[src/rtl/alu_pkg.sv]
// alu_mc shared definitions: opcodes, FSM states, sign-fix helper.
// Imported by the engine and the top-level ALU.
package alu_pkg;

    localparam logic [3:0] OP_ADD   = 4'b0000;
    localparam logic [3:0] OP_SUB   = 4'b0010;
    localparam logic [3:0] OP_AND   = 4'b0100;
    localparam logic [3:0] OP_OR    = 4'b0101;
    localparam logic [3:0] OP_XOR   = 4'b0110;
    localparam logic [3:0] OP_NOR   = 4'b0111;
    localparam logic [3:0] OP_SLT   = 4'b1010;
    localparam logic [3:0] OP_SLTU  = 4'b1011;
    localparam logic [3:0] OP_MULT  = 4'b1100;
    localparam logic [3:0] OP_MULTU = 4'b1101;
    localparam logic [3:0] OP_DIV   = 4'b1110;
    localparam logic [3:0] OP_DIVU  = 4'b1111;

    // Widest value the sign fix handles: a 2*WIDTH product, so WIDTH <= 64.
    localparam int MAX_W = 128;

    typedef enum logic [1:0] {
        S_IDLE,
        S_ITER,
        S_FIX,
        S_DONE
    } state_e;

    function automatic logic [MAX_W-1:0] sm_fix(
        input logic             neg,
        input logic [MAX_W-1:0] x
    );
        return neg ? -x : x;
    endfunction

endpackage

[src/rtl/alu_mc_if.sv]
// Operand/result handshake bundle for alu_mc.
// master drives operands and out_ready; slave is the ALU.
interface alu_mc_if #(
    parameter int WIDTH = 32
);
    logic             in_valid;
    logic             in_ready;
    logic [3:0]       alu_op;
    logic [WIDTH-1:0] a;
    logic [WIDTH-1:0] b;
    logic             out_valid;
    logic             out_ready;
    logic [WIDTH-1:0] lo;
    logic [WIDTH-1:0] hi;
    logic             zf;
    logic             ovf;
    logic             dz;
    logic             err;

    modport master (
        output in_valid, alu_op, a, b, out_ready,
        input  in_ready, out_valid, lo, hi, zf, ovf, dz, err
    );

    modport slave (
        input  in_valid, alu_op, a, b, out_ready,
        output in_ready, out_valid, lo, hi, zf, ovf, dz, err
    );
endinterface

[src/rtl/alu_muldiv.sv]
// Iterative multiply/divide engine: one shift-add or restoring step per cycle
// on operand magnitudes; the signed result is presented combinationally.
module alu_muldiv
    import alu_pkg::*;
#(
    parameter int WIDTH = 32
) (
    input  logic             clk,
    input  logic             rst,
    input  logic             start,
    input  logic [1:0]       op,
    input  logic [WIDTH-1:0] a,
    input  logic [WIDTH-1:0] b,
    output logic             busy,
    output logic             last,
    output logic [WIDTH-1:0] hi,
    output logic [WIDTH-1:0] lo
);
    localparam int CW = $clog2(WIDTH);

    logic [2*WIDTH-1:0] p_q, p_d;
    logic [WIDTH-1:0]   m_q, m_d;
    logic [CW-1:0]      cnt_q, cnt_d;
    logic               busy_q, busy_d;
    logic               div_q, div_d;
    logic               neg_hi_q, neg_hi_d;
    logic               neg_lo_q, neg_lo_d;

    logic               sa, sb;
    logic [WIDTH-1:0]   ma, mb;
    logic [WIDTH-1:0]   addend;
    logic [WIDTH:0]     acc;
    logic [WIDTH:0]     r_sh;
    logic               ge;
    logic [WIDTH-1:0]   rem;
    logic [2*WIDTH-1:0] fix_p;
    logic [WIDTH-1:0]   fix_h, fix_l;

    // op[0] set means unsigned, so sign bits are ignored
    assign sa = ~op[0] & a[WIDTH-1];
    assign sb = ~op[0] & b[WIDTH-1];
    assign ma = sa ? -a : a;
    assign mb = sb ? -b : b;

    assign addend = p_q[0] ? m_q : '0;
    assign acc    = {1'b0, p_q[2*WIDTH-1:WIDTH]} + {1'b0, addend};

    assign r_sh = p_q[2*WIDTH-1:WIDTH-1];
    assign ge   = r_sh >= {1'b0, m_q};
    assign rem  = ge ? WIDTH'(r_sh - {1'b0, m_q}) : r_sh[WIDTH-1:0];

    assign last = busy_q && (cnt_q == CW'(WIDTH - 1));
    assign busy = busy_q;

    always_comb begin
        p_d      = p_q;
        m_d      = m_q;
        cnt_d    = cnt_q;
        busy_d   = busy_q;
        div_d    = div_q;
        neg_hi_d = neg_hi_q;
        neg_lo_d = neg_lo_q;
        if (start) begin
            busy_d = 1'b1;
            cnt_d  = '0;
            div_d  = op[1];
            if (op[1]) begin
                p_d      = {{WIDTH{1'b0}}, ma};
                m_d      = mb;
                neg_lo_d = sa ^ sb;
                neg_hi_d = sa;
            end else begin
                p_d      = {{WIDTH{1'b0}}, mb};
                m_d      = ma;
                neg_lo_d = sa ^ sb;
                neg_hi_d = sa ^ sb;
            end
        end else if (busy_q) begin
            if (div_q) begin
                p_d = {rem, p_q[WIDTH-2:0], ge};
            end else begin
                p_d = {acc, p_q[WIDTH-1:1]};
            end
            cnt_d = cnt_q + CW'(1);
            if (last) begin
                busy_d = 1'b0;
                cnt_d  = '0;
            end
        end
    end

    always_ff @(posedge clk) begin
        if (rst) begin
            p_q      <= '0;
            m_q      <= '0;
            cnt_q    <= '0;
            busy_q   <= 1'b0;
            div_q    <= 1'b0;
            neg_hi_q <= 1'b0;
            neg_lo_q <= 1'b0;
        end else begin
            p_q      <= p_d;
            m_q      <= m_d;
            cnt_q    <= cnt_d;
            busy_q   <= busy_d;
            div_q    <= div_d;
            neg_hi_q <= neg_hi_d;
            neg_lo_q <= neg_lo_d;
        end
    end

    assign fix_p = (2*WIDTH)'(sm_fix(neg_lo_q, MAX_W'(p_q)));
    assign fix_h = WIDTH'(sm_fix(neg_hi_q, MAX_W'(p_q[2*WIDTH-1:WIDTH])));
    assign fix_l = WIDTH'(sm_fix(neg_lo_q, MAX_W'(p_q[WIDTH-1:0])));

    assign hi = div_q ? fix_h : fix_p[2*WIDTH-1:WIDTH];
    assign lo = div_q ? fix_l : fix_p[WIDTH-1:0];

endmodule

[src/rtl/alu_mc.sv]
// Multi-cycle ALU: single-cycle integer ops plus iterative MUL/DIV,
// valid/ready on both sides, registered results held until taken.
module alu_mc
    import alu_pkg::*;
#(
    parameter int WIDTH = 32
) (
    input logic     clk,
    input logic     rst,
    alu_mc_if.slave io
);
    state_e           state_q, state_d;
    logic [WIDTH-1:0] lo_q, lo_d;
    logic [WIDTH-1:0] hi_q, hi_d;
    logic             ovf_q, ovf_d;
    logic             dz_q, dz_d;
    logic             err_q, err_d;

    logic             accept;
    logic             start;
    logic             b_zero;
    logic [WIDTH-1:0] sum, dif;
    logic             slt_bit, sltu_bit;
    logic [WIDTH-1:0] sc_lo, sc_hi;
    logic             sc_ovf, sc_dz, sc_err;
    logic             eng_busy, eng_last;
    logic [WIDTH-1:0] eng_hi, eng_lo;

    assign io.in_ready  = (state_q == S_IDLE) ||
                          (state_q == S_DONE && io.out_ready);
    assign io.out_valid = (state_q == S_DONE);
    assign accept       = io.in_valid && io.in_ready;
    assign b_zero       = (io.b == '0);
    // Divide by zero is answered directly, never iterated
    assign start        = accept && (io.alu_op[3:2] == 2'b11) &&
                          !(io.alu_op[1] && b_zero);

    assign sum = io.a + io.b;
    assign dif = io.a - io.b;
    assign slt_bit  = 1'(({io.a[WIDTH-1], io.a} -
                          {io.b[WIDTH-1], io.b}) >> WIDTH);
    assign sltu_bit = 1'(({1'b0, io.a} - {1'b0, io.b}) >> WIDTH);

    always_comb begin
        sc_lo  = '0;
        sc_hi  = '0;
        sc_ovf = 1'b0;
        sc_dz  = 1'b0;
        sc_err = 1'b0;
        unique case (io.alu_op)
            OP_ADD: begin
                sc_lo  = sum;
                sc_ovf = (io.a[WIDTH-1] == io.b[WIDTH-1]) &&
                         (sum[WIDTH-1] != io.a[WIDTH-1]);
            end
            OP_SUB: begin
                sc_lo  = dif;
                sc_ovf = (io.a[WIDTH-1] != io.b[WIDTH-1]) &&
                         (dif[WIDTH-1] != io.a[WIDTH-1]);
            end
            OP_AND:  sc_lo = io.a & io.b;
            OP_OR:   sc_lo = io.a | io.b;
            OP_XOR:  sc_lo = io.a ^ io.b;
            OP_NOR:  sc_lo = ~(io.a | io.b);
            OP_SLT:  sc_lo = {{(WIDTH-1){1'b0}}, slt_bit};
            OP_SLTU: sc_lo = {{(WIDTH-1){1'b0}}, sltu_bit};
            OP_MULT, OP_MULTU: sc_lo = '0;
            OP_DIV, OP_DIVU: begin
                sc_lo = '1;
                sc_hi = io.a;
                sc_dz = 1'b1;
            end
            default: sc_err = 1'b1;
        endcase
    end

    always_comb begin
        state_d = state_q;
        lo_d    = lo_q;
        hi_d    = hi_q;
        ovf_d   = ovf_q;
        dz_d    = dz_q;
        err_d   = err_q;
        unique case (state_q)
            S_IDLE, S_DONE: begin
                if (accept) begin
                    if (start) begin
                        state_d = S_ITER;
                    end else begin
                        state_d = S_DONE;
                        lo_d    = sc_lo;
                        hi_d    = sc_hi;
                        ovf_d   = sc_ovf;
                        dz_d    = sc_dz;
                        err_d   = sc_err;
                    end
                end else if (state_q == S_DONE && io.out_ready) begin
                    state_d = S_IDLE;
                end
            end
            S_ITER: begin
                if (eng_last || !eng_busy) state_d = S_FIX;
            end
            S_FIX: begin
                state_d = S_DONE;
                lo_d    = eng_lo;
                hi_d    = eng_hi;
                ovf_d   = 1'b0;
                dz_d    = 1'b0;
                err_d   = 1'b0;
            end
            default: state_d = S_IDLE;
        endcase
    end

    always_ff @(posedge clk) begin
        if (rst) begin
            state_q <= S_IDLE;
            lo_q    <= '0;
            hi_q    <= '0;
            ovf_q   <= 1'b0;
            dz_q    <= 1'b0;
            err_q   <= 1'b0;
        end else begin
            state_q <= state_d;
            lo_q    <= lo_d;
            hi_q    <= hi_d;
            ovf_q   <= ovf_d;
            dz_q    <= dz_d;
            err_q   <= err_d;
        end
    end

    alu_muldiv #(.WIDTH(WIDTH)) u_muldiv (
        .clk   (clk),
        .rst   (rst),
        .start (start),
        .op    (io.alu_op[1:0]),
        .a     (io.a),
        .b     (io.b),
        .busy  (eng_busy),
        .last  (eng_last),
        .hi    (eng_hi),
        .lo    (eng_lo)
    );

    assign io.lo  = lo_q;
    assign io.hi  = hi_q;
    assign io.zf  = (lo_q == '0);
    assign io.ovf = ovf_q;
    assign io.dz  = dz_q;
    assign io.err = err_q;

endmodule

[src/flat_wrapper.sv]
// flat-port wrapper written by rule: the top's interface ports become plain ports
module alu_mc_flat import alu_pkg::*;
#(
    parameter int WIDTH = 32
)
  (clk, rst, io_in_valid, io_alu_op, io_a, io_b, io_out_ready, io_in_ready, io_out_valid, io_lo, io_hi, io_zf, io_ovf, io_dz, io_err);
  alu_mc_if #(.WIDTH(WIDTH)) io_i ();
  input logic clk;
  input logic rst;
  input wire logic [$bits(io_i.in_valid)-1:0] io_in_valid;
  input wire logic [$bits(io_i.alu_op)-1:0] io_alu_op;
  input wire logic [$bits(io_i.a)-1:0] io_a;
  input wire logic [$bits(io_i.b)-1:0] io_b;
  input wire logic [$bits(io_i.out_ready)-1:0] io_out_ready;
  output wire logic [$bits(io_i.in_ready)-1:0] io_in_ready;
  output wire logic [$bits(io_i.out_valid)-1:0] io_out_valid;
  output wire logic [$bits(io_i.lo)-1:0] io_lo;
  output wire logic [$bits(io_i.hi)-1:0] io_hi;
  output wire logic [$bits(io_i.zf)-1:0] io_zf;
  output wire logic [$bits(io_i.ovf)-1:0] io_ovf;
  output wire logic [$bits(io_i.dz)-1:0] io_dz;
  output wire logic [$bits(io_i.err)-1:0] io_err;
  assign io_i.in_valid = io_in_valid;
  assign io_i.alu_op = io_alu_op;
  assign io_i.a = io_a;
  assign io_i.b = io_b;
  assign io_i.out_ready = io_out_ready;
  assign io_in_ready = io_i.in_ready;
  assign io_out_valid = io_i.out_valid;
  assign io_lo = io_i.lo;
  assign io_hi = io_i.hi;
  assign io_zf = io_i.zf;
  assign io_ovf = io_i.ovf;
  assign io_dz = io_i.dz;
  assign io_err = io_i.err;
  alu_mc #(.WIDTH(WIDTH)) u_core (.clk(clk), .rst(rst), .io(io_i));
endmodule
[config.mk]
export PLATFORM = sky130hd
export DESIGN_NAME = alu_mc_flat
export DESIGN_NICKNAME = d
export VERILOG_FILES = /design/src/rtl/alu_pkg.sv /design/src/rtl/alu_mc_if.sv /design/src/rtl/alu_muldiv.sv /design/src/rtl/alu_mc.sv /design/src/flat_wrapper.sv
export SDC_FILE = /design/constraint.sdc
export NUM_CORES = 1
export LEC_CHECK = 0
export ABC_AREA = 0
export CORE_MARGIN = 10
export CORE_UTILIZATION = 25
export CTS_CLUSTER_SIZE = 14
export DETAILED_ROUTE_END_ITERATION = 8
export GPL_ROUTABILITY_DRIVEN = 0
export GPL_TIMING_DRIVEN = 0
export MAX_ROUTING_LAYER = met4
export PLACE_DENSITY = 0.37
export REMOVE_ABC_BUFFERS = 1
export SETUP_SLACK_MARGIN = 0.1
export SLEW_MARGIN = 20
export SYNTH_ARGS = -nofsm -noshare
export SYNTH_HDL_FRONTEND = slang
export SYNTH_SLANG_ARGS = --single-unit
[constraint.sdc]
create_clock -name clk -period 7.18 [get_ports clk]
set_input_delay 1.436 -clock clk [delete_from_list [all_inputs] [get_ports clk]]
set_output_delay 1.436 -clock clk [all_outputs]
set_load 0.03 [all_outputs]
Word-level counts from Yosys, hierarchy flattened. Cells that the tools add are included. W data, S select, Z words.

Bits in registers: 174. Input bits: 72. Output and inout port bits: 70. Logic and storage cells: 126.

Add/subtract/negate cells: 12. Magnitude comparators: 1. Equal/unequal tests: 24. Muxes and demuxes: 44. Bitwise operators: 8. Reductions and logical operators: 24.

Operators with widths (number): $mux W32 (15); $pmux W32 S9 (1); $mux W64 (4); $neg A32 Y32 (4); $pmux W32 S2 (2); $sub A32 B32 Y33 (2); $logic_not A32 Y1 (2); $neg A64 Y64 (1); $sub A32 B32 Y32 (2); $add A32 B32 Y33 (1); $ge A33 B32 Y1 (1); $add A32 B32 Y32 (1); $and A32 B32 Y32 (1); $not A32 Y32 (1); $or A32 B32 Y32 (1); $xor A32 B32 Y32 (1); $eq A4 B4 Y1 const B (6); $eq A4 B3 Y1 const B (4); $mux W1 (12); $reduce_or A12 Y1 (1); $logic_and A1 B1 Y1 (8); $mux W2 (4); $pmux W1 S2 (4); $eq A2 B2 Y1 const B (3); 22 further kinds (31).

Longest topological paths before layout. Gate-level depths: netlist of the first run.

Word-level depth: 9. Gate-level depth with buffers: 15. Gate-level depth less buffers: 14.

Cells and area by module. Synthesis of the first run repeated with hierarchy kept, for this count alone.

Cell total of the unflattened synthesis: 2981. Area, all modules: 20875.0 µm².

Modules (own cells, without submodules): alu_muldiv (times used 1, cells each 1703, area an instance 11915.2 µm², seq. area each 2102.0 µm²); alu_mc (times used 1, cells each 1278, area an instance 8959.8 µm², seq. area each 1381.3 µm²).

Least setup slack after synthesis of the first run. No wires, ideal clock.

Kind: in2reg. From: input port io_b[0]. To: register u_core.lo_q[24] (netlist: u_core.io.lo[24]). Setup time: 0.121 ns. Data arrival time: 4.043 ns. Required time: 7.059 ns. Slack: 3.016 ns. Stages: 12. Buffers on the path: 0. Cells stage by stage: ha_1 fa_1 a211oi_1 o211ai_1 a21oi_1 o21ai_1 a221o_1 a41oi_1 o21ai_0 a221o_1 a32oi_1 o21ai_1.

Cells in the longest elaborated chain, start to end: 6. Elaborated cells between the ends (all ways): 12.

RTL lines: start: declaration (RTL line flat_wrapper.sv:13) `input wire logic [$bits(io_i.b)-1:0] io_b;`; parallel branches: the longest is 6 deep, another holds $sub A32 B32 Y32; end signal: assignment (RTL line alu_mc.sv:126) `lo_q <= lo_d;`; end: declaration (RTL line alu_mc.sv:13) `logic [WIDTH-1:0] lo_q, lo_d;`.

Several ways; the timed one is not identified. The select of a mux whose other input is x is not followed. A chain may end at the register's enable or synchronous reset.

Worst setup path after layout of the first run.
From: input port io_b[6]. To: register u_core.u_muldiv.p_q[61].

Cells in the longest elaborated chain, start to end: 5. Elaborated cells between the ends (all ways): 6.

RTL lines: $logic_not A32 Y1 * (RTL line alu_mc.sv:33) `assign b_zero = (io.b == '0);`; $logic_and A1 B1 Y1 * (RTL line alu_mc.sv:36) `!(io.alu_op[1] && b_zero);`; $logic_not A1 Y1 * (RTL line alu_mc.sv:36); $logic_and A1 B1 Y1 * (RTL line alu_mc.sv:35) `assign start = accept && (io.alu_op[3:2] == 2'b11) &&`; $mux W64 or $reduce_bool A2 Y1 (tied branches); end signal: assignment (RTL line alu_muldiv.sv:102) `p_q <= p_d;`; end: declaration (RTL line alu_muldiv.sv:21) `logic [2*WIDTH-1:0] p_q, p_d;`.

Every way passes the cells marked *; elsewhere a longest branch is shown, timed or not.

==> Flow_metrics.wiki, run 1 <==
{| class="wikitable"
! Metric !! Value
|-
| Worst min path class || reg -> reg
|-
| Final count of hold timing violations || 0
|-
| Clock tree from TritonCTS || built
|-
| Area added between synthesis and finish || 15.7%
|-
| Number of antenna diodes || 0
|-
| Num ports || 142
|-
| Worst reg-to-reg setup slack || 2.73 ns
|-
| Clock transition time at the flip-flop clock pins of the worst setup and hold paths || 0.08 ns
|-
| Total global routing track utilization || 21.0%
|-
| Capturing element type of the critical path || flip-flop
|-
| HPWL reported at the end of detailed placement || 76200 microns
|-
| Total clock buffers created by CTS || 17
|-
| Maximum buffer depth of the clock tree || 2
|-
| Avg Cell Area, Syn || 7.04 sq um
|-
| Series of cell instances along the critical path || clkdlybuf4s50_1 -> nor4_2 -> and4_1 -> and3_1 -> a31o_2 -> nor2_4 -> buf_16 -> buf_12 -> nor2_4 -> nand3_1 -> nor2_1 -> a222oi_1 -> o21ai_1
|-
| Dominant cell type by count on the critical path || nor2_4
|-
| Gate Count Post-Synth || 2906
|-
| Data arrival time of the critical path || 6.21 ns
|-
| Leakage power || 0.00925 uW
|-
| Grt met3 use || 2.19%
|-
| Setup-failing EPs final || 0
|-
| Number of pins with negative max-slew slack in the final report || 0
|-
| First-pass GRT wire length || 147000 microns
|-
| Via count of the first global-routing pass || 21514
|-
| Maximum clock rate || 0.173 GHz
|-
| Die area || 0.0936 sq mm
|-
| Net count of the finished layout || 3144
|-
| Most common cell in the synthesized netlist || nor2_1
|-
| Biggest fanout along the worst timing path || 28
|-
| Row cnt || 104
|-
| Fraction of synthesis flops using an asynchronous set or reset pin || 0%
|-
| Max-capacitance violation count || 0
|-
| Final critical-path required period || 5.78 ns
|-
| Final Util || 29.3%
|-
| Detailed router's first-iteration violation count || 1786
|-
| Die X-Extent || 306 microns
|-
| Slew at the pin closest to its max-slew limit || 1.07 ns
|-
| Aggregate global routing overflow || 0
|-
| Area occupied by multi-input gates || 0.0156 sq mm
|-
| Distinct cells, synth || 96
|-
| Most frequent cells after synthesis || nor2_1, a21oi_1, nand2_1
|-
| Result of the run || finished, final reports clean
|-
| Slowest cell on crit path || clkdlybuf4s50_1
|-
| Part of the cycle the worst path needs || 80.5%
|-
| Required time worst endpoint || 7.61 ns
|-
| Dominant synthesized flop cell || dfxtp_1
|-
| Unrepaired setup endpoints after global routing || no
|-
| Number of synthesized register bits || 174
|-
| Slowest stage delay, CP || 0.63 ns
|-
| Initial antenna violation count || 0
|-
| Library cell used as clock root buffer || clkbuf_16
|-
| Number of warnings issued by yosys || 0
|-
| Overall die height || 306 microns
|-
| Area share of the largest cell type after synthesis || 17.0%
|-
| Number of flops mapped to enable cells by yosys || 0
|-
| Pin count of the biggest net entering global routing || 89
|-
| Cell area reported after detailed placement || 0.0230 sq mm
|-
| Met1 track utilization from global routing || 27.4%
|-
| Worst IR Drop VDD || 203 uV
|-
| Vias post-DR || 22370
|-
| Post-detailed-routing wire length || 99300 microns
|-
| Number of hold-repair buffers added at the cts stage || 0
|-
| 1st-pass router iterations || 8
|-
| Initial Util || 25.3%
|-
| M2 GR Usage || 33.2%
|-
| Worst skew pair latency || 0.51 ns
|-
| Most utilized layer in the global route result || met2
|-
| Total area of sequential cells || 0.00349 sq mm
|-
| Number of post-CTS setup repair buffers || 0
|-
| Total of fill cells in the finished design || 8749
|-
| Worst Setup Start Kind || input port
|-
| Area of the core || 0.0808 sq mm
|-
| I/O Buffers || 141
|-
| # resized after CTS || 0
|-
| Sequential area share after synthesis || 17.0%
|-
| Maximum clock skew at final layout || 0.0176 ns
|-
| Maximum level of the CTS H-tree || 4
|-
| Detail-routed via count per cell || 5.64
|-
| Cell type contributing the most total cell area after synthesis || dfxtp_1
|-
| Final hold slack || 0.461 ns
|-
| Antenna Violating Nets Remaining || 0
|-
| Power per standard cell area || 283 mW/mm^2
|-
| Final total negative setup slack || 0 ns
|-
| Cell Area, Synth || 0.0204 sq mm
|-
| Final std cell area, no fill || 0.0236 sq mm
|-
| Path type of the worst setup path || in -> reg
|-
| Detailed-route DRC error count || 0
|-
| TritonCTS sink count || 174
|-
| Cell types with the largest area share after synthesis || dfxtp_1, ha_1, a21oi_1, xnor2_1, nor2_1
|-
| Worst slew margin relative to its limit || 28.5%
|-
| Mean routed wirelength per cell || 25.1 microns
|-
| Ratio of cells with drive above 1 in the final layout || 4.61%
|}
[area by class of cell]
cell class | instances | area share (%)
multi-input combinational | 2360 | 66.1
sequential | 174 | 14.8
timing repair buffer | 170 | 8.29
tap | 1060 | 5.61
inverter | 168 | 2.70
clock buffer | 19 | 1.83
clock inverter | 13 | 0.725
[final timing paths]
path,from,end,cells after the start
worst min-delay path,u_core.u_muldiv.m_q[29]$_SDFFE_PP0P_,u_core.u_muldiv.m_q[29]$_SDFFE_PP0P_,2
worst max register to register,u_core.u_muldiv.p_q[0]$_SDFFE_PP0P_,u_core.u_muldiv.p_q[60]$_SDFFE_PP0P_,13
worst max-delay path,io_b[6],u_core.u_muldiv.p_q[61]$_SDFFE_PP0P_,13
worst min register to register,u_core.u_muldiv.m_q[29]$_SDFFE_PP0P_,u_core.u_muldiv.m_q[29]$_SDFFE_PP0P_,2
[routing by layer]
metal	share of wire, %	routed length, microns
met5	0	0
met4	3.7	3670
met3	4.6	4540
met2	45	45000
met1	46	46100
[state kept, by name, summed over array words and instances, names as in the netlist]
register and count:
u_core.io.dz 1, u_core.io.err 1, u_core.io.hi 32, u_core.io.lo 32
u_core.io.ovf 1, u_core.state_q 2, u_core.u_muldiv.busy 1, u_core.u_muldiv.cnt_q 5
u_core.u_muldiv.div_q 1, u_core.u_muldiv.m_q 32, u_core.u_muldiv.neg_hi_q 1, u_core.u_muldiv.neg_lo_q 1
u_core.u_muldiv.p_q 64
[stage by stage]
| step | cells | power [uW] | setup WS (ns) |
|---|---|---|---|
| 2_1_floorplan | 2702 | 3850 | 0.673 |
| 3_3_place_gp | 3903 | 5500 | -8.68 |
| 3_5_place_dp | 3932 | 5630 | 0.850 |
| 4_1_cts | 3964 | 6730 | 1.38 |
| 5_1_grt | 3964 | 7100 | 1.09 |
| 6_report | 3964 | 6690 | 1.40 |
[critical path, delay by kind of cell]
kind	cells	cell delay (ns)
AO/OA/AOI/OAI	3	0.63
AND/OR/NAND/NOR	7	3.08
buffers and inverters	3	0.99
[cells by family (layout without fill, tap and decap cells)]
logic type               after synthesis  after routing  share of synthesized area [%]
AO/OA/AOI/OAI                       1070           1070                           34.2
XOR/XNOR                             189            189                           8.10
adder cells (fa/ha/maj)              181            181                           11.2
buffers and inverters                372            370                           6.99
flip-flops                           174            174                           17.0
multiplexers                          67             67                           3.35
AND/OR/NAND/NOR                      853            853                           19.1
[cells in the final DEF, fill, tap and decap left out, types with 32 or more instances in the layout]
master	instances
mux2i_1	56
dfxtp_1	171
inv_1	163
nor2_1	289
o21ai_0	212
a31oi_1	47
clkdlybuf4s50_1	136
ha_1	176
xnor2_1	137
nand3_1	50
nor3_1	71
o211ai_1	100
a221oi_1	49
a21o_1	59
a211oi_1	37
a21oi_1	296
nand2_1	259
xor2_1	52
nor4_1	32
[where the power goes]
| part | switching [uW] | leakage [uW] | total, uW | internal, uW |
|---|---|---|---|---|
| logic | 2650 | 0.00753 | 4180 | 1530 |
| clock network | 537 | 0.000296 | 1070 | 531 |
| registers | 245 | 0.00142 | 1440 | 1190 |
(Power assumes the default switching activity.)
==> run 2: changes to the inputs <==
PLACE_DENSITY = 0.39   (was 0.37)
clock period = 5 ns   (was 7.18 ns; I/O delays follow)
==> run 2 against run 1 <==
Compared with the run above:
- critical endpoint is now u_core.io.lo[27]$_SDFFE_PP0P_
- sequential share of layout area about the same
- flip-flop and latch count unchanged
- non-clock buffer count up 1
- clock skew up 0.0041 ns
- register-to-register slack worse by 2.1 ns
- clock power up 43%
- largest power group unchanged
- via count up 0.27%
- first-iteration DRC count up 13%
- critical path type unchanged
- routed wire length down 1.6%
==> Flow_metrics.wiki, run 2 (synthesized netlist as in run 1, its figures left out) <==
{| class="wikitable"
! Metric !! Value
|-
| Detailed-route DRC error count || 0 (unchanged)
|-
| Maximum clock rate || 0.208 GHz
|-
| Part of the cycle the worst path needs || 96.0%
|-
| Power Internal || 4650 uW (+43%)
|-
| Detail-routed via count per cell || 5.65 (+0.20%)
|-
| Maximum buffer depth of the clock tree || 2 (unchanged)
|-
| Clock transition time at the flip-flop clock pins of the worst setup and hold paths || 0.08 ns (about the same)
|-
| Maximum clock skew at final layout || 0.0216 ns (+0.00405 ns)
|-
| Num ports || 142 (unchanged)
|-
| Tot Pwr || 9600 uW (+43%)
|-
| Flip-flop count of the largest register, all copies and words added || 64 (unchanged)
|-
| Power share of the sequential group || 21.5% (about the same)
|-
| CP startpoint || io_a[6]
|-
| Gate family responsible for the most delay along the worst path || compound AO/OA/AOI/OAI gates
|-
| Worst min path class || reg -> reg
|-
| Area added between synthesis and finish || 15.9%
|-
| Most frequent cells in the layout || a21oi_1, nor2_1, nand2_1
|-
| Total global routing track utilization || 20.6% (-0.44 points)
|-
| Power per standard cell area || 405 mW/mm^2 (+43%)
|-
| Combined buffer and inverter count along the critical path || 2 (-1)
|-
| Slowest stage delay, CP || 0.76 ns (+0.13 ns)
|-
| Max-capacitance violation count || 0 (unchanged)
|-
| Required time worst endpoint || 5.39 ns (-2.22 ns)
|-
| Slowest cell on crit path || clkdlybuf4s50_1
|-
| Count of cell instances traversed by the critical path || 13 (unchanged)
|-
| Total of fill cells in the finished design || 8720 (-0.33%)
|-
| HPWL reported at the end of detailed placement || 74600 microns (-2.1%)
|-
| Worst skew pair latency || 0.52 ns (about the same)
|-
| Initial Util || 25.3% (unchanged)
|-
| Cell count after placement || 3930 (-0.051%)
|-
| Post-detailed-routing wire length || 97700 microns (-1.6%)
|-
| First-pass GRT wire length || 144000 microns (-1.8%)
|-
| Most frequent standard cell in the layout excluding fill and tap cells || a21oi_1
|-
| Worst reg-to-reg setup slack || 0.61 ns (-2.12 ns)
|-
| Result of the run || finished, final reports clean
|-
| 1st-pass router iterations || 5 (-3)
|-
| Detailed router's first-iteration violation count || 2010 (+13%)
|-
| Area occupied by multi-input gates || 0.0157 sq mm (+0.34%)
|-
| TritonCTS sink count || 174 (unchanged)
|-
| Unrepaired setup endpoints after global routing || yes
|-
| Ratio of cells with drive above 1 in the final layout || 5.02% (+0.41 points)
|-
| Vias post-DR || 22431 (+0.27%)
|-
| Mean routed wirelength per cell || 24.6 microns (-1.7%)
|-
| Capture point of the worst reg-to-reg path || u_core.u_muldiv.p_q[60]$_SDFFE_PP0P_
|-
| Row cnt || 104 (unchanged)
|-
| Clock tree from TritonCTS || built
|-
| Total clock buffers created by CTS || 17 (unchanged)
|-
| Path type of the worst setup path || in -> reg
|-
| Worst setup endpoint || u_core.io.lo[27]$_SDFFE_PP0P_
|-
| Leakage power || 0.00928 uW (+0.25%)
|-
| Series of cell instances along the critical path || clkdlybuf4s50_1 -> inv_1 -> ha_1 -> or3_1 -> nor4b_1 -> a211o_1 -> o21a_1 -> a2111oi_2 -> o31ai_2 -> a211oi_1 -> xnor2_1 -> a311oi_1 -> nor3_1
|-
| Setup-failing EPs final || 0 (unchanged)
|-
| Number of hold-repair buffers added at the cts stage || 0 (unchanged)
|-
| Switching component of the power || 4950 uW (+44%)
|-
| Number of pins with negative max-slew slack in the final report || 0 (unchanged)
|-
| Switching Share || 51.6% (+0.20 points)
|-
| Data arrival time of the critical path || 5.19 ns (-1.02 ns)
|-
| Maximum level of the CTS H-tree || 4 (unchanged)
|-
| Biggest fanout along the worst timing path || 8 (-71%)
|-
| Finished Layout Cells || 3967 (+0.076%)
|-
| Reg-to-reg startpoint || u_core.u_muldiv.p_q[0]$_SDFFE_PP0P_
|-
| Area of the core || 0.0808 sq mm (unchanged)
|-
| Clock group share of total power || 15.9% (about the same)
|-
| Library cell used as clock root buffer || clkbuf_16
|-
| Worst IR Drop VDD || 359 uV (+77%)
|-
| Net count of the finished layout || 3147 (+0.095%)
|-
| Die area || 0.0936 sq mm (unchanged)
|-
| Worst slew margin relative to its limit || 28.7% (+0.17 points)
|-
| Slew at the pin closest to its max-slew limit || 1.07 ns (-0.00261 ns)
|-
| Proportion of power drawn by combinational gates || 62.6% (about the same)
|-
| Number of antenna diodes || 0 (unchanged)
|-
| Register name with the most flops || u_core.u_muldiv.p_q
|-
| Final count of hold timing violations || 0 (unchanged)
|-
| Initial antenna violation count || 0 (unchanged)
|-
| Antenna Violating Nets Remaining || 0 (unchanged)
|-
| Final critical-path required period || 4.80 ns
|-
| Hold-critical path depth || 2 (unchanged)
|-
| Aggregate global routing overflow || 0 (unchanged)
|-
| I/O Buffers || 141 (unchanged)
|-
| Total area of sequential cells || 0.00349 sq mm (unchanged)
|-
| Via count of the first global-routing pass || 21634 (+0.56%)
|-
| Capturing element type of the critical path || flip-flop
|-
| Cell depth of the worst flop-to-flop path || 13 (unchanged)
|-
| Worst Setup Start Kind || input port
|-
| Die X-Extent || 306 microns (unchanged)
|-
| Final Util || 29.3% (+0.062 points)
|-
| Pin count of the biggest net entering global routing || 72 (-19%)
|-
| Overall die height || 306 microns (unchanged)
|}
## run 2: cell count changes in the layout (fill, tap and decap cells not counted), moves of 3 or more
cell | previous run | this run
buf_16 | 10 | 7
buf_4 | 6 | 9
clkinv_8 | 1 | 4
inv_6 | 6 | 2
o31ai_1 | 24 | 21
o31ai_2 | 1 | 4
## run 2: layout make-up
cell class,instances,share of cell area [%]
multi-input cells,2362,66.2
flip-flops and latches,174,14.7
repair buffers,171,8.17
well taps,1060,5.60
inverters,168,2.69
clock buffers,18,1.90
clock inverters,14,0.734
## run 2: layer usage
layer / GRT usage [%] / wire length [microns] / up-vias
li1: - / - / 10599
met1: 25.9 / 43800 / 10817
met2: 33.3 / 45200 / 871
met3: 2.61 / 5230 / 144
met4: 7.83 / 3500 / 0
met5: - / 0 / -
## run 2: tightest hold or removal path, delay by kind of cell, from the launching register on
kind | cells | cell delay [ns]
flops | 1 | 0.31
simple gates | 1 | 0.05
compound gates | 1 | 0.05
## run 2: stage by stage
step                      hold slack [ns]  setup WS [ns]  setup TNS [ns]  area [sq um]
after global routing                0.474         0.0863               0         23700
after detailed placement            0.449         -0.740          -11.56         23000
final                               0.457          0.198               0         23700
after floorplan                     0.426          -1.07          -20.00         19600
after CTS                           0.463          0.105               0         23600
after global placement              0.445         -10.18        -1364.07         22400
## run 2: worst min path at each step
stage                                                     from  slack, ns                              endpoint
after CTS                  u_core.u_muldiv.m_q[3]$_SDFFE_PP0P_       0.46   u_core.u_muldiv.m_q[3]$_SDFFE_PP0P_
after detailed placement   u_core.u_muldiv.m_q[8]$_SDFFE_PP0P_       0.45   u_core.u_muldiv.m_q[8]$_SDFFE_PP0P_
final                      u_core.u_muldiv.m_q[8]$_SDFFE_PP0P_       0.46   u_core.u_muldiv.m_q[8]$_SDFFE_PP0P_
after global routing       u_core.u_muldiv.m_q[4]$_SDFFE_PP0P_       0.47   u_core.u_muldiv.m_q[4]$_SDFFE_PP0P_
after global placement     u_core.u_muldiv.m_q[7]$_SDFFE_PP0P_       0.44   u_core.u_muldiv.m_q[7]$_SDFFE_PP0P_
after floorplan           u_core.u_muldiv.m_q[10]$_SDFFE_PP0P_       0.43  u_core.u_muldiv.m_q[10]$_SDFFE_PP0P_
## run 2: timing repair
action	in CTS	in global routing
setup buffers	0	3
pin swaps	1	1
endpoints found under the setup margin	14	15
gates resized for setup	2	10
gates cloned	1	1
## run 2: power groups by stage
stage	Clock, uW	Sequential [uW]	Combinational (uW)
4_1_cts	1580	2070	5910
5_1_grt	1610	2110	6470
6_report	1530	2060	6010
2_1_floorplan	0	2460	3070
3_5_place_dp	0	2100	5880
3_3_place_gp	0	2110	5600
==> run 3: changes to the inputs <==
CORE_ASPECT_RATIO = 0.7   (was unset)
==> run 3 against run 2 <==
Compared with the run above:
- die area grew 0.20%
- critical path depth shrank 2
- non-clock buffer count grew 1
- first-iteration DRC count grew 27%
- sequential power grew 2%
- clock power is essentially flat
- final cell count grew 0.25%
- clock skew shrank 0.0069 ns
- largest power group unchanged
- global-route usage grew 0.63 points
- hold slack gained 0.0019 ns
==> Flow_metrics.wiki, run 3 (synthesized netlist as in run 1, its figures left out) <==
{| class="wikitable"
! Metric !! Value
|-
| Switching component of the power || 5120 uW (+3.4%)
|-
| Setup-failing EPs final || 0 (unchanged)
|-
| Switching Share || 52.9% (+1.3 points)
|-
| Antenna Violating Nets Remaining || 0 (unchanged)
|-
| Library cell used as clock root buffer || clkbuf_16
|-
| Data arrival time of the critical path || 5.21 ns (+0.02 ns)
|-
| Most frequent cells in the layout || a21oi_1, nor2_1, nand2_1
|-
| I/O Buffers || 141 (unchanged)
|-
| Detailed-route DRC error count || 0 (unchanged)
|-
| Overall die height || 259 microns (-15%)
|-
| Area of the core || 0.0808 sq mm (about the same)
|-
| Total global routing track utilization || 21.2% (+0.63 points)
|-
| Final std cell area, no fill || 0.0238 sq mm (+0.42%)
|-
| Path type of the worst setup path || in -> reg
|-
| Proportion of power drawn by combinational gates || 62.7% (about the same)
|-
| Required time worst endpoint || 5.37 ns (-0.02 ns)
|-
| CP startpoint || io_b[1]
|-
| Unrepaired setup endpoints after global routing || yes
|-
| HPWL reported at the end of detailed placement || 76800 microns (+2.9%)
|-
| Post-placement setup slack || -1.00 ns (-0.265 ns)
|-
| Cell area reported after detailed placement || 0.0230 sq mm (+0.22%)
|-
| Detail-routed via count per cell || 5.79 (+2.4%)
|-
| Power Internal || 4560 uW (-1.9%)
|-
| Register name with the most flops || u_core.u_muldiv.p_q
|-
| Maximum buffer depth of the clock tree || 2 (unchanged)
|-
| Ratio of cells with drive above 1 in the final layout || 5.26% (+0.24 points)
|-
| Worst reg-to-reg setup slack || 0.44 ns (-0.17 ns)
|-
| Num ports || 142 (unchanged)
|-
| Result of the run || finished, final reports clean
|-
| Worst Setup Start Kind || input port
|-
| 1st-pass router iterations || 6 (+1)
|-
| Aggregate global routing overflow || 0 (unchanged)
|-
| Capture point of the worst reg-to-reg path || u_core.u_muldiv.p_q[60]$_SDFFE_PP0P_
|-
| Net count of the finished layout || 3147 (unchanged)
|-
| Worst slew margin relative to its limit || 27.7% (-0.97 points)
|-
| Worst IR Drop VDD || 370 uV (+3.1%)
|-
| Via count of the first global-routing pass || 21554 (-0.37%)
|-
| Flip-flop count of the largest register, all copies and words added || 64 (unchanged)
|-
| Worst skew pair latency || 0.51 ns (about the same)
|-
| Finished Layout Cells || 3977 (+0.25%)
|-
| Initial Util || 25.3% (about the same)
|-
| Area added between synthesis and finish || 16.4%
|-
| Power share of the sequential group || 21.6% (about the same)
|-
| Vias post-DR || 23034 (+2.7%)
|-
| Clock transition time at the flip-flop clock pins of the worst setup and hold paths || 0.09 ns (about the same)
|-
| Reg-to-reg startpoint || u_core.u_muldiv.p_q[0]$_SDFFE_PP0P_
|-
| Maximum level of the CTS H-tree || 4 (unchanged)
|-
| Slew at the pin closest to its max-slew limit || 1.08 ns (+0.0159 ns)
|-
| Cell depth of the worst flop-to-flop path || 13 (unchanged)
|-
| First-pass GRT wire length || 148000 microns (+2.5%)
|-
| Biggest fanout along the worst timing path || 33 (+25)
|-
| Number of hold-repair buffers added at the cts stage || 0 (unchanged)
|-
| Max-capacitance violation count || 0 (unchanged)
|-
| Pin count of the biggest net entering global routing || 79 (+9.7%)
|-
| Number of pins with negative max-slew slack in the final report || 0 (unchanged)
|-
| Part of the cycle the worst path needs || 96.9% (+0.87 points)
|-
| Worst min path class || reg -> reg
|-
| Die X-Extent || 362 microns (+18%)
|-
| Final critical-path required period || 4.85 ns (+0.0434 ns)
|-
| Clock group share of total power || 15.7% (-0.2 points)
|-
| Power per standard cell area || 407 mW/mm^2 (+0.41%)
|-
| Final hold slack || 0.459 ns (+0.00187 ns)
|-
| Final count of hold timing violations || 0 (unchanged)
|-
| Mean routed wirelength per cell || 25.3 microns (+2.8%)
|-
| Final total negative setup slack || 0 ns (unchanged)
|-
| Total of fill cells in the finished design || 8846 (+1.4%)
|-
| Worst setup endpoint || u_core.io.hi[16]$_SDFFE_PP0P_
|-
| Setup ws final || 0.155 ns (-0.0434 ns)
|-
| Detailed router's first-iteration violation count || 2545 (+27%)
|-
| Die area || 0.0938 sq mm (+0.20%)
|-
| Maximum clock rate || 0.206 GHz (-0.90%)
|-
| Total clock buffers created by CTS || 17 (unchanged)
|-
| Capturing element type of the critical path || flip-flop
|-
| TritonCTS sink count || 174 (unchanged)
|-
| Most frequent standard cell in the layout excluding fill and tap cells || a21oi_1
|-
| Clock tree from TritonCTS || built
|-
| Row cnt || 87 (-16%)
|-
| Cell count after placement || 3939 (+0.23%)
|-
| Initial antenna violation count || 5 (+5)
|-
| Maximum clock skew at final layout || 0.0147 ns (-0.00688 ns)
|-
| Leakage power || 0.00930 uW (+0.21%)
|-
| Post-detailed-routing wire length || 101000 microns (+3.0%)
|}
-- run 3: area by class of cell --
| cell class | count | area [sq um] | area share, % |
|---|---|---|---|
| clock buffer | 17 | 425 | 1.79 |
| timing repair buffer | 172 | 1970 | 8.29 |
| sequential | 174 | 3490 | 14.7 |
| clock inverter | 15 | 195 | 0.820 |
| antenna | 2 | 5.00 | 0.0210 |
| inverter | 168 | 638 | 2.68 |
| multi-input combinational | 2361 | 15700 | 66.1 |
| tap | 1068 | 1340 | 5.62 |
-- run 3: metrics by stage --
stage               util [%]  total power (uW)
finish                  29.5              9680
global route            29.5             10200
CTS                     29.3              9620
detailed placement      28.5              8040
global placement        27.7              7750
floorplan                  -              5530
-- run 3: timing repair --
action                     CTS  global route
setup buffers                0             3
resized for setup            6            13
pin swaps                    1             1
gates cloned                 1             0
setup endpoints to repair   12            17
-- run 3: critical path, stage by stage --
cell and delay [ns]:
clkdlybuf4s50_1 0.61, inv_1 0.27, ha_1 0.23, and4_1 0.46, and3_2 0.43, a31o_2 0.30
a31oi_1 0.19, or2_4 0.48, buf_12 0.27, a221oi_1 0.78, nor2_1 0.11
-- run 3: power by group through the flow --
stage          sequential [uW]  clock (uW)  combinational (uW)
6_report                  2100        1520                6070
5_1_grt                   2150        1610                6490
4_1_cts                   2100        1560                5960
3_5_place_dp              2120           0                5920
3_3_place_gp              2130           0                5620
2_1_floorplan             2460           0                3070
-- run 3: worst min-delay path by stage --
stage	from	to	slack [ns]	cells past startpoint
floorplan	u_core.u_muldiv.m_q[10]$_SDFFE_PP0P_	u_core.u_muldiv.m_q[10]$_SDFFE_PP0P_	0.43	2
global placement	u_core.io.dz$_SDFFE_PP0P_	u_core.io.dz$_SDFFE_PP0P_	0.45	2
detailed placement	u_core.u_muldiv.m_q[3]$_SDFFE_PP0P_	u_core.u_muldiv.m_q[3]$_SDFFE_PP0P_	0.45	2
CTS	u_core.u_muldiv.m_q[3]$_SDFFE_PP0P_	u_core.u_muldiv.m_q[3]$_SDFFE_PP0P_	0.46	2
global route	u_core.io.dz$_SDFFE_PP0P_	u_core.io.dz$_SDFFE_PP0P_	0.47	2
finish	u_core.u_muldiv.m_q[3]$_SDFFE_PP0P_	u_core.u_muldiv.m_q[3]$_SDFFE_PP0P_	0.46	2
-- run 3: routing by layer --
metal | vias to the layer above | GRT usage, % | wire (microns)
li1 | 10593 | - | -
met1 | 11346 | 32.0 | 52200
met2 | 999 | 28.3 | 39400
met3 | 96 | 4.50 | 7900
met4 | 0 | 3.67 | 1190
met5 | - | - | 0
